==> src/rtl/loba_pkg.sv <==
// ============================================================================
// Module  : loba_pkg
// Brief   : Shared types and sizing helpers for the LOBA dot-product accumulator.
// Revision: 1.0
// ============================================================================
`default_nettype none

package loba_pkg;

    typedef enum logic [1:0] {
        ST_IDLE  = 2'd0,
        ST_ACCUM = 2'd1,
        ST_DONE  = 2'd2
    } loba_state_e;

    localparam int LOBA_DEF_N     = 16;
    localparam int LOBA_DEF_GUARD = 8;

    function automatic int acc_width(input int n, input int guard);
        return 2 * n + guard;
    endfunction

    localparam int LOBA_DEF_ACC_W = acc_width(LOBA_DEF_N, LOBA_DEF_GUARD);

endpackage

`default_nettype wire

==> src/rtl/loba_acc_add.sv <==
// ============================================================================
// Module  : loba_acc_add
// Brief   : Sign-extend a product, add to the accumulator, flag overflow and
//           clamp when LOBA_ACC_SAT_EN is defined (wrap-around otherwise).
// Revision: 1.0
// ============================================================================
`default_nettype none

module loba_acc_add #(
    parameter int N     = 16,
    parameter int GUARD = 8,
    parameter int ACC_W = 2 * N + GUARD
) (
    input  wire logic [ACC_W-1:0] acc,
    input  wire logic [2*N-1:0]   prod,
    output logic      [ACC_W-1:0] sum,
    output logic                  ovf
);

    localparam int PW = 2 * N;

    logic [ACC_W-1:0] w_prod_ext;
    logic [ACC_W:0]   w_wide;

    always_comb begin
        w_prod_ext = {{GUARD{prod[PW-1]}}, prod};
        // One extra bit keeps the true sign; disagreement with the next bit is overflow.
        w_wide     = {acc[ACC_W-1], acc} + {w_prod_ext[ACC_W-1], w_prod_ext};
        ovf        = w_wide[ACC_W] ^ w_wide[ACC_W-1];
    end

`ifdef LOBA_ACC_SAT_EN
    localparam logic [ACC_W-1:0] C_SAT_MAX = {1'b0, {(ACC_W-1){1'b1}}};
    localparam logic [ACC_W-1:0] C_SAT_MIN = {1'b1, {(ACC_W-1){1'b0}}};

    always_comb begin
        sum = w_wide[ACC_W-1:0];
        if (ovf) begin
            sum = w_wide[ACC_W] ? C_SAT_MIN : C_SAT_MAX;
        end
    end
`else
    always_comb begin
        sum = w_wide[ACC_W-1:0];
    end
`endif

endmodule

`default_nettype wire

==> src/rtl/loba_dot_acc.sv <==
// ============================================================================
// Module  : loba_dot_acc
// Brief   : Burst dot-product accumulator for signed LOBA products with a
//           registered valid/ready result. Macro LOBA_ACC_SAT_EN selects clamp.
// Revision: 1.0
// ============================================================================
`default_nettype none

module loba_dot_acc
    import loba_pkg::*;
#(
    parameter int N     = 16,
    parameter int GUARD = 8,
    parameter int CNT_W = 16
) (
    input  wire logic                   clk,
    input  wire logic                   rst,
    input  wire logic                   clr,
    input  wire logic                   in_valid,
    output logic                        in_ready,
    input  wire logic [2*N-1:0]         in_prod,
    input  wire logic                   in_last,
    output logic                        out_valid,
    input  wire logic                   out_ready,
    output logic [2*N+GUARD-1:0]        out_sum,
    output logic [CNT_W-1:0]            out_count,
    output logic                        out_ovf
);

    localparam int ACC_W = acc_width(N, GUARD);

    loba_state_e       state_q, state_d;
    logic [ACC_W-1:0]  acc_q, acc_d;
    logic [CNT_W-1:0]  cnt_q, cnt_d;
    logic              ovf_q, ovf_d;
    logic              in_ready_q, in_ready_d;
    logic              out_valid_q, out_valid_d;
    logic [ACC_W-1:0]  out_sum_q, out_sum_d;
    logic [CNT_W-1:0]  out_count_q, out_count_d;
    logic              out_ovf_q, out_ovf_d;

    logic [ACC_W-1:0]  w_sum;
    logic              w_ovf;
    logic              w_beat;

    loba_acc_add #(
        .N     (N),
        .GUARD (GUARD),
        .ACC_W (ACC_W)
    ) u_add (
        .acc  (acc_q),
        .prod (in_prod),
        .sum  (w_sum),
        .ovf  (w_ovf)
    );

    assign w_beat = in_valid & in_ready_q;

    always_comb begin
        state_d     = state_q;
        acc_d       = acc_q;
        cnt_d       = cnt_q;
        ovf_d       = ovf_q;
        out_valid_d = out_valid_q;
        out_sum_d   = out_sum_q;
        out_count_d = out_count_q;
        out_ovf_d   = out_ovf_q;

        if (clr) begin
            state_d     = ST_IDLE;
            acc_d       = '0;
            cnt_d       = '0;
            ovf_d       = 1'b0;
            out_valid_d = 1'b0;
        end else begin
            case (state_q)
                ST_IDLE, ST_ACCUM: begin
                    if (w_beat) begin
                        acc_d = w_sum;
                        cnt_d = (cnt_q == {CNT_W{1'b1}}) ? cnt_q
                                : cnt_q + {{(CNT_W-1){1'b0}}, 1'b1};
                        ovf_d = ovf_q | w_ovf;
                        if (in_last) begin
                            state_d     = ST_DONE;
                            out_valid_d = 1'b1;
                            out_sum_d   = w_sum;
                            out_count_d = cnt_d;
                            out_ovf_d   = ovf_d;
                        end else begin
                            state_d = ST_ACCUM;
                        end
                    end
                end
                ST_DONE: begin
                    if (out_ready) begin
                        state_d     = ST_IDLE;
                        acc_d       = '0;
                        cnt_d       = '0;
                        ovf_d       = 1'b0;
                        out_valid_d = 1'b0;
                    end
                end
                default: begin
                    state_d     = ST_IDLE;
                    out_valid_d = 1'b0;
                end
            endcase
        end

        // Ready is a pure decode of the next state, so it carries no path from out_ready.
        in_ready_d = (state_d != ST_DONE);
    end

    always_ff @(posedge clk or posedge rst) begin
        if (rst) begin
            state_q     <= ST_IDLE;
            acc_q       <= '0;
            cnt_q       <= '0;
            ovf_q       <= 1'b0;
            in_ready_q  <= 1'b1;
            out_valid_q <= 1'b0;
            out_sum_q   <= '0;
            out_count_q <= '0;
            out_ovf_q   <= 1'b0;
        end else begin
            state_q     <= state_d;
            acc_q       <= acc_d;
            cnt_q       <= cnt_d;
            ovf_q       <= ovf_d;
            in_ready_q  <= in_ready_d;
            out_valid_q <= out_valid_d;
            out_sum_q   <= out_sum_d;
            out_count_q <= out_count_d;
            out_ovf_q   <= out_ovf_d;
        end
    end

    assign in_ready  = in_ready_q;
    assign out_valid = out_valid_q;
    assign out_sum   = out_sum_q;
    assign out_count = out_count_q;
    assign out_ovf   = out_ovf_q;

endmodule

`default_nettype wire

==> config.mk <==
export PLATFORM = sky130hd
export DESIGN_NAME = loba_dot_acc
export DESIGN_NICKNAME = d
export VERILOG_FILES = /design/src/rtl/loba_pkg.sv /design/src/rtl/loba_acc_add.sv /design/src/rtl/loba_dot_acc.sv
export SDC_FILE = /design/constraint.sdc
export NUM_CORES = 1
export LEC_CHECK = 0
export CORE_ASPECT_RATIO = 1.75
export CORE_MARGIN = 2
export CORE_UTILIZATION = 27
export CTS_BUF_LIST = sky130_fd_sc_hd__clkbuf_4 sky130_fd_sc_hd__clkbuf_8
export DETAILED_ROUTE_END_ITERATION = 8
export SYNTH_ARGS = -nofsm -noshare
export SYNTH_HDL_FRONTEND = slang
export SYNTH_SLANG_ARGS = --single-unit
==> constraint.sdc <==
create_clock -name clk -period 3.3 [get_ports clk]
set_input_delay 0.33 -clock clk [delete_from_list [all_inputs] [get_ports clk]]
set_output_delay 0.33 -clock clk [all_outputs]
set_load 0.03 [all_outputs]
; After elaboration in Yosys (flattened, before gate mapping)
; Cells that the tools add are included.
[totals]
register_bits = 118
latchBits = 0
mem_bits_rw = 0
rom_bits = 0
out_inout_bits = 59
elab_cells = 50
mem_count = 0
[op_classes]
addsub = 2
multipliers = 0
div = 0
n_lt_le_gt_ge = 0
n_eq_ne = 7
shifts = 0
muxes = 22
n_bitwise = 4
n_reduce_logical = 6
[ops]
columns = cell, n
row1 = $mux 40, 3
row2 = $pmux 40 s2, 1
row3 = $mux 16, 4
row4 = $add 40x32->41, 1
row5 = $pmux 16 s2, 1
row6 = $add 16x1->16 const B, 1
row7 = $eq 16x16->1 const B, 1
row8 = $ne 3x3->1 const B, 3
row9 = $mux 2, 4
row10 = $mux 1, 6
row11 = $reduce_and 3->1, 2
row12 = $pmux 1 s2, 2
row13 = $pmux 2 s2, 1
row14 = $reduce_and 4->1, 1
row15 = $reduce_bool 3->1, 1
row16 = $eq 2x1->1 const B, 1
row17 = $eq 2x2->1 const B, 1
row18 = $logic_not 2->1, 1
row19 = $ne 2x2->1 const B, 1
row20 = $reduce_or 2->1, 1
row21 = $and 1x1->1, 1
row22 = $not 1->1, 1
row23 = $or 1x1->1, 1
row24 = $xor 1x1->1, 1

; Depth between registers and ports, before layout
; Gate-level depths: netlist of run 1.
[logic_depth]
depth_word = 6
depth_mapped = 12
depth_no_buf = 12

; Modules after synthesis
; Synthesis of run 1 repeated with hierarchy kept, for this count alone.
[hier_totals]
cells_unflattened = 752
hier_area_um2 = 6911.6
[modules_own_cells]
columns = mod, instances, cells_per_inst, area_per_inst_um2
row1 = loba_dot_acc, 1, 477, 4923.5
row2 = loba_acc_add, 1, 275, 1988.2

; Least setup slack after synthesis of run 1
; OpenSTA, ideal clock, no wires.
[synth_timing]
path_type = reg-to-reg
start = register acc_q[0]
end = register out_sum_q[26], in the netlist out_sum[26]
setup_time_ns = 0.125
t_arrival_ns = 2.481
t_required_ns = 3.175
path_slack_ns = 0.695
stages_incl_launch_ff = 13
cell_sequence = dfrtp_1 ha_1 inv_1 fa_1 nand2b_1 a21oi_1 o211ai_2 a21oi_2 nor2_1 o21bai_1 a211o_1 xor2_1 mux2_2
[synth_via]
elab_chain_len = 1
[synth_lines]
columns = element, line
row1 = start: declaration, loba_dot_acc.sv:33  ; logic [ACC_W-1:0] acc_q, acc_d;
row2 = start signal: assignment, loba_dot_acc.sv:117  ; acc_q <= '0;
row3 = start signal: assignment, loba_dot_acc.sv:127  ; acc_q <= acc_d;
row4 = $add 40x32->41, loba_acc_add.sv:28  ; w_wide = {acc[ACC_W-1], acc} + {w_prod_ext[ACC_W-1], w_prod_ext};
row5 = end signal: assignment, loba_dot_acc.sv:132  ; out_sum_q <= out_sum_d;
row6 = end: declaration, loba_dot_acc.sv:38  ; logic [ACC_W-1:0] out_sum_q, out_sum_d;
; Every way passes these cells.
; A chain may end at the register's enable or synchronous reset.

; Final worst setup path of run 1
[layout_timing]
start = input port in_prod[0]
end = register out_sum_q[22], in the netlist out_sum[22]
[layout_via]
elab_chain_len = 1
[layout_lines]
columns = element, line
row1 = start: declaration, loba_dot_acc.sv:21  ; input wire logic [2*N-1:0] in_prod,
row2 = $add 40x32->41, loba_acc_add.sv:28
; Every way passes these cells.

==> metrics.yaml, run 1 <==
clock_tree:
  htreeDepth: 4
  cts_buffer_depth: 2
  cts_tree: "built"
  ctsResizeCount: 0
  cts-hold-fix-buffers: 0
  clock_latency_ns: 0.45
  path_clk_slew_ns: 0.08
  cts_inserted_buffers: 17
  post-cts-setup-buffers: 0
  cts_sinks: 118
  root_buffer: "clkbuf_8"
final_layout:
  drive_above_1_share_pct: 10.9
  final_nets: 932
  post-route-util_pct: 35.1
  syn_to_final_growth_pct: 27.3
  seqCellArea_sq_um: 2950
  nFillCells: 2597
  multi_input_area_sq_um: 3850
  final_cells: 1182
place:
  dp_cells: 1149
  place_hpwl_mm: 14.5
  place.gp.congestion: 0.894
  dp_slack_ns: -0.0522
  port_buffers: 96
logic_synthesis:
  ys_seq_elements: 118
  yosysSeqAreaShare_pct: 42.3
  synthFlopType: "dfrtp_1"
  synth_top_area_share_pct: 41.9
  synth_adder_area_share_pct: 7.64
  synth-edff-count: 0
  yosysTopAreaCell: "dfrtp_1"
  yosysWarnings: 0
  syn_inst: 752
  async_flop_share_pct: 100
  synth_cell_types: 67
  synth_area_leaders: "dfrtp_1 (42%), ha_1 (7.3%), nand2_1 (7.1%)"
  synth_xor_area_share_pct: 5.90
  syn_area_sq_um: 6980
  synth_mux_area_share_pct: 2.08
  yosys.area_share.simple_pct: 15.9
  syn_nets: 832
  synth_compound_area_share_pct: 23.2
  synth_area_per_cell_sq_um: 9.28
  synth_top_family_by_area: "compound AO/OA/AOI/OAI gates"
worst_hold_path:
  hold_path_class: "input pin to asynchronous set/reset pin"
worst_setup_path:
  critPathRequiredTime_ns: 3.62
  cp-end-kind: "flip-flop"
  crit_path_max_fanout: 3
  start_kind: "input pin"
  cp_num_buf_inv: 2
  crit_family: "compound AO/OA/AOI/OAI gates"
  cpPeakStageDelay_ns: 0.48
  crit_path_top_delay_cell: "clkdlybuf4s50_1"
  crit_chain: "clkdlybuf4s50_1, ha_1, inv_1, fa_1, nand2b_1, a21oi_1, o211ai_2, a21oi_2, nor2_1, o21bai_1, a31oi_1, xnor2_1, mux2_2"
  crit_type: "input pin to flip-flop"
  cp.arrival_ns: 3.23
timing:
  max_freq_mhz: 344
  final.setup.worst_slack_ns: 0.396
  report.final.slew_viol_count: 0
  rsz0062_at_grt: "no"
  slew_headroom_pct: 44.1
  tightestPinTransition_ns: 0.836
  holdWs_ns: 0.341
  hold_viol: 0
  post-route-min-period_ns: 2.90
  setup_viol_count_final: 0
  finalClockSkew_ns: 0.0157
  period_share_pct: 88.0
die:
  coreArea_sq_um: 25300
  start_util_pct: 27.5
  chipWidth_um: 126
  die_h_um: 217
  pin_count: 97
  die_area_sq_um: 27200
  num_rows: 77
pwr:
  power_leakage_uw: 0.00405
  ir_worst_vdd_v: 0.000234
  power_density_nw_per_um2: 642
global_routing:
  antenna_found_initial: 1
  grt_usage_pct: 14.8
  grt_max_degree: 59
  first_global_vias: 6225
  gr-total-overflow: 0
  grt_pass1_wl_mm: 32.0
drt:
  dr.pass1.iters: 5
  num_vias: 6001
  wl_per_cell_um: 17.0
  vias_per_cell: 5.08
  routed_wl_mm: 20.1
  drt-initial-drc-count: 384
  drc: 0
  antenna_left: 0
status:
  status: "finished, final reports clean"
run:
  drv_cap: 0
-- per-layer routing --
layer	track usage, %	wire [um]
met3	2.25	724
met5	0	0
met1	16.1	7800
met4	7.93	878
met2	27.3	10700
-- final timing paths --
| kind | startpoint | to | slack, ns | cells after the start |
|---|---|---|---|---|
| setup / recovery | in_prod[0] | out_sum[22] | 0.40 | 13 |
| hold / removal | rst | out_count[8] | 0.34 | 2 |
| setup reg to reg | acc_q[0] | out_sum[22] | 0.42 | 12 |
| hold reg to reg | out_sum[7] | out_sum[7] | 0.48 | 2 |
| max in group asynchronous | rst | acc_q[28] | 2.09 | 3 |
| min in group clk | out_sum[7] | out_sum[7] | 0.48 | 2 |
-- cells by family (layout without fill, tap and decap cells) --
logic type                 count (synthesis)  in the layout
and+or+nand+nor                          250            250
buffers and inverters                     50            163
adders and majority gates                 42             42
xor gates and xnor gates                  47             47
other                                      0              1
AOI/OAI and AO/OA                        232            232
muxes                                     13             13
DFF                                      118            118
-- report_power, final --
part	internal, uW	total [uW]	switching, uW
Clock	850	1520	671
Sequential	1730	1910	176
Combinational	948	2270	1330
Total	3530	5700	2170
-- synthesized netlist by cell type (2+ instances only) --
cell type and instances:
nand4_1 9, a22o_1 33, o22ai_1 2, ha_1 41
dfrtp_1 117, nand3_1 19, and3_1 8, nor3_1 6
nand2_1 132, o311a_1 2, nand2b_1 5, a41oi_2 2
xor2_1 22, mux2_2 12, a21oi_2 4, clkbuf_1 28
a211oi_1 2, o21a_1 7, a21o_1 31, o31ai_1 6
a32oi_1 3, o21ai_1 4, o21bai_1 5, o211ai_1 6
buf_2 8, o21ai_0 54, a211o_1 2, or3_1 3
a21oi_1 43, a2111oi_0 2, and2_1 4, and4_1 3
o2111ai_1 2, nor2b_1 3, nor2_1 49, inv_1 11
xnor2_1 25, a31oi_1 8
-- sequential cells by signal (all words and copies together) (netlist names) --
name and count:
out_sum 40, out_valid 1, out_count 16, out_ovf 1
cnt_q 16, state_q 2, acc_q 40, ovf_q 1
in_ready 1
-- cells in the final DEF (no fill, tap or decap), types with 7 or more instances in the layout --
cell / count
nand2_1: 132
dfrtp_1: 117
clkdlybuf4s50_1: 96
o21ai_0: 54
nor2_1: 49
a21oi_1: 43
ha_1: 41
a22o_1: 33
a21o_1: 31
xnor2_1: 25
xor2_1: 22
buf_4: 20
nand3_1: 19
clkbuf_8: 18
mux2_2: 12
inv_1: 10
nand4_1: 9
and3_1: 8
a31oi_1: 8
o21a_1: 7
-- cell type report --
type | instances | area share (%)
multi-input combinational | 584 | 43.3
inverter | 11 | 0.507
timing repair buffer | 120 | 13.4
antenna | 1 | 0.0282
clock inverter | 14 | 2.27
sequential | 118 | 33.2
clock buffer | 18 | 2.79
tap | 316 | 4.45
-- metrics by stage --
step	TNS, ns	power [uW]	cell area [sq um]
finish	0	5700	8890
floorplan	0	3340	6980
global placement	0	4210	8440
detailed placement	-0.189	4220	8440
CTS	0	5780	8880
global route	0	6020	8890
-- worst reg2reg max path, delay by kind of cell, from the launching register on --
family                   cells  cell delay, ns
multiplexers                 1            0.27
flip-flops                   1            0.35
XOR/XNOR                     1            0.15
AND/OR/NAND/NOR              2            0.30
adder cells (fa/ha/maj)      2            0.56
AO/OA/AOI/OAI                5            1.07
buffers and inverters        1            0.06
No activity file was read; power rests on OpenSTA's default activity.
==> run 2: changes to the inputs <==
Settings changed: CORE_UTILIZATION 27 to 55, DONT_BUFFER_PORTS set to 1, PLACE_DENSITY set to 0.73, REMOVE_ABC_BUFFERS set to 1.
==> metrics.yaml, run 2 (synthesized netlist as in run 1, its figures left out) <==
die:
  die_h_um: 153  # -29%
  pin_count: 97  # unchanged
  start_util_pct: 56.1  # +29 points
  chipWidth_um: 89.2  # -29%
  die_area_sq_um: 13600  # -50%
  num_rows: 54  # -30%
  coreArea_sq_um: 12400  # -51%
timing:
  rsz0062_at_grt: "no"
  report.final.slew_viol_count: 0  # unchanged
  slew_headroom_pct: 55.3  # +11 points
  tightestPinTransition_ns: 0.671  # -0.165 ns
  post-route-min-period_ns: 2.98  # +0.0777 ns
  period_share_pct: 90.4  # +2.4 points
  final.setup.worst_slack_ns: 0.318  # -0.0777 ns
  hold_viol: 0  # unchanged
  max_freq_mhz: 335  # -2.6%
  finalClockSkew_ns: 0.0118  # -0.00392 ns
  setup_viol_count_final: 0  # unchanged
  holdWs_ns: 0.0329  # -0.308 ns
pwr:
  comb_power_share_pct: 26.2  # -14 points
  clockPowerShare_pct: 25.7  # -1.0 points
  power_density_nw_per_um2: 649  # +1.1%
  power_leakage_uw: 0.00358  # -12%
  p_switching_uw: 1980  # -8.7%
  intPower_uw: 2920  # -17%
  sw_frac_of_total_pct: 40.5  # +2.4 points
  power.share.sequential_pct: 48.2  # +15 points
  ir_worst_vdd_v: 0.000339  # +45%
drt:
  wl_per_cell_um: 18.2  # +6.7%
  drc: 0  # unchanged
  dr.pass1.iters: 7  # +2
  vias_per_cell: 6.07  # +20%
  routed_wl_mm: 16.8  # -17%
  antenna_left: 0  # unchanged
  num_vias: 5611  # -6.5%
  drt-initial-drc-count: 279  # -27%
final_layout:
  multi_input_area_sq_um: 3850  # unchanged
  seqCellArea_sq_um: 2950  # unchanged
  syn_to_final_growth_pct: 8.23
  nFillCells: 1102  # -58%
  post-route-util_pct: 60.8  # +26 points
  drive_above_1_share_pct: 10.4  # -0.42 points
  insertedDiodeCount: 0  # -1
  final_common_cell: "nand2_1"
  final_nets: 823  # -12%
  final_cell_mix: "nand2_1 (132), dfrtp_1 (117), o21ai_0 (54)"
clock_tree:
  root_buffer: "clkbuf_8"
  cts_sinks: 118  # unchanged
  cts_tree: "built"
  post-cts-setup-buffers: 0  # unchanged
  clock_latency_ns: 0.43  # -0.02 ns
  cts_inserted_buffers: 17  # unchanged
  path_clk_slew_ns: 0.07  # about the same
  cts_buffer_depth: 2  # unchanged
  htreeDepth: 4  # unchanged
worst_setup_path:
  crit_path_max_fanout: 5  # +2
  reg2reg_from: "acc_q[0]"
  crit_type: "flip-flop to flip-flop"
  cp-end-kind: "flip-flop"
  crit_start: "acc_q[0]"
  rrSetupSlack_ns: 0.32  # -0.10 ns
  cp.arrival_ns: 3.29  # +0.06 ns
  critPathRequiredTime_ns: 3.61  # about the same
  start_kind: "flip-flop"
worst_hold_path:
  hold_path.startpoint: "clr"
  hold_path_class: "input pin to flip-flop"
global_routing:
  grt_max_degree: 53  # -10%
  use_met1_pct: 30.0  # +14 points
  first_global_vias: 5674  # -8.9%
  busiest_layer: "met2"
  gr-total-overflow: 0  # unchanged
  use_met2_pct: 44.2  # +17 points
  met3_usage_pct: 6.10  # +3.9 points
  grt_pass1_wl_mm: 27.5  # -14%
  grt_usage_pct: 25.5  # +11 points
  antenna_found_initial: 0  # -1
place:
  place_hpwl_mm: 12.0  # -18%
  port_buffers: 0  # -100%
  dp_slack_ns: 0.402  # +0.454 ns
  place.gp.congestion: 0.929  # +3.9%
status:
  status: "finished, final reports clean"
run:
  drv_cap: 0  # unchanged
[run 2: metal layers]
metal | wire, um | vias up | part of all wire [%]
li1 | - | 2687 | -
met1 | 6590 | 2729 | 39
met2 | 8890 | 163 | 53
met3 | 858 | 32 | 5.1
met4 | 444 | 0 | 2.6
met5 | 0 | - | 0
[run 2: layout make-up]
type                       count  share of cell area, %
clock inverter                10                   1.32
timing repair buffer          11                   1.49
inverter                      11                  0.580
clock buffer                  22                   3.76
tap                          168                   2.78
sequential                   118                   39.1
multi-input combinational    584                   51.0
[run 2: power groups by stage]
stage                     sequential, uW  clock [uW]  combinational (uW)
after global placement              2380           0                1220
after global routing                2400        1360                1430
after detailed placement            2390           0                1270
after CTS                           2370        1290                1280
final                               2360        1260                1280
after floorplan                     2320           0                1010
[run 2: critical path, stage by stage, from the launching register on]
cell and delay [ns]:
dfrtp_1 0.35, ha_1 0.17, inv_1 0.06, fa_1 0.39
nand2b_1 0.18, a21oi_1 0.23, o211ai_2 0.14, a21oi_2 0.27
nor2_1 0.12, o21bai_1 0.29, a211o_1 0.28, xor2_1 0.11
mux2_2 0.27
[run 2: timing repair]
item	in CTS	in global routing
endpoints found under the hold margin	41	0
gates resized for setup	0	0
setup endpoints to repair	0	0
hold buffers	2	0
[run 2: stage by stage]
| step | area [sq um] | setup TNS (ns) | instances | power, uW |
|---|---|---|---|---|
| 2_1_floorplan | 6820 | -66.59 | 713 | 3330 |
| 3_3_place_gp | 7150 | 0 | 890 | 3610 |
| 3_5_place_dp | 7150 | 0 | 890 | 3660 |
| 4_1_cts | 7550 | 0 | 924 | 4940 |
| 5_1_grt | 7550 | 0 | 924 | 5190 |
| 6_report | 7550 | 0 | 924 | 4900 |
[run 2: final timing paths]
check,to,cells past startpoint
setup / recovery,out_sum[26],12
hold / removal,in_ready,1
setup reg to reg,out_sum[26],12
hold reg to reg,acc_q[13],2
max in group asynchronous,out_count[4],3
min in group asynchronous,out_sum[0],2
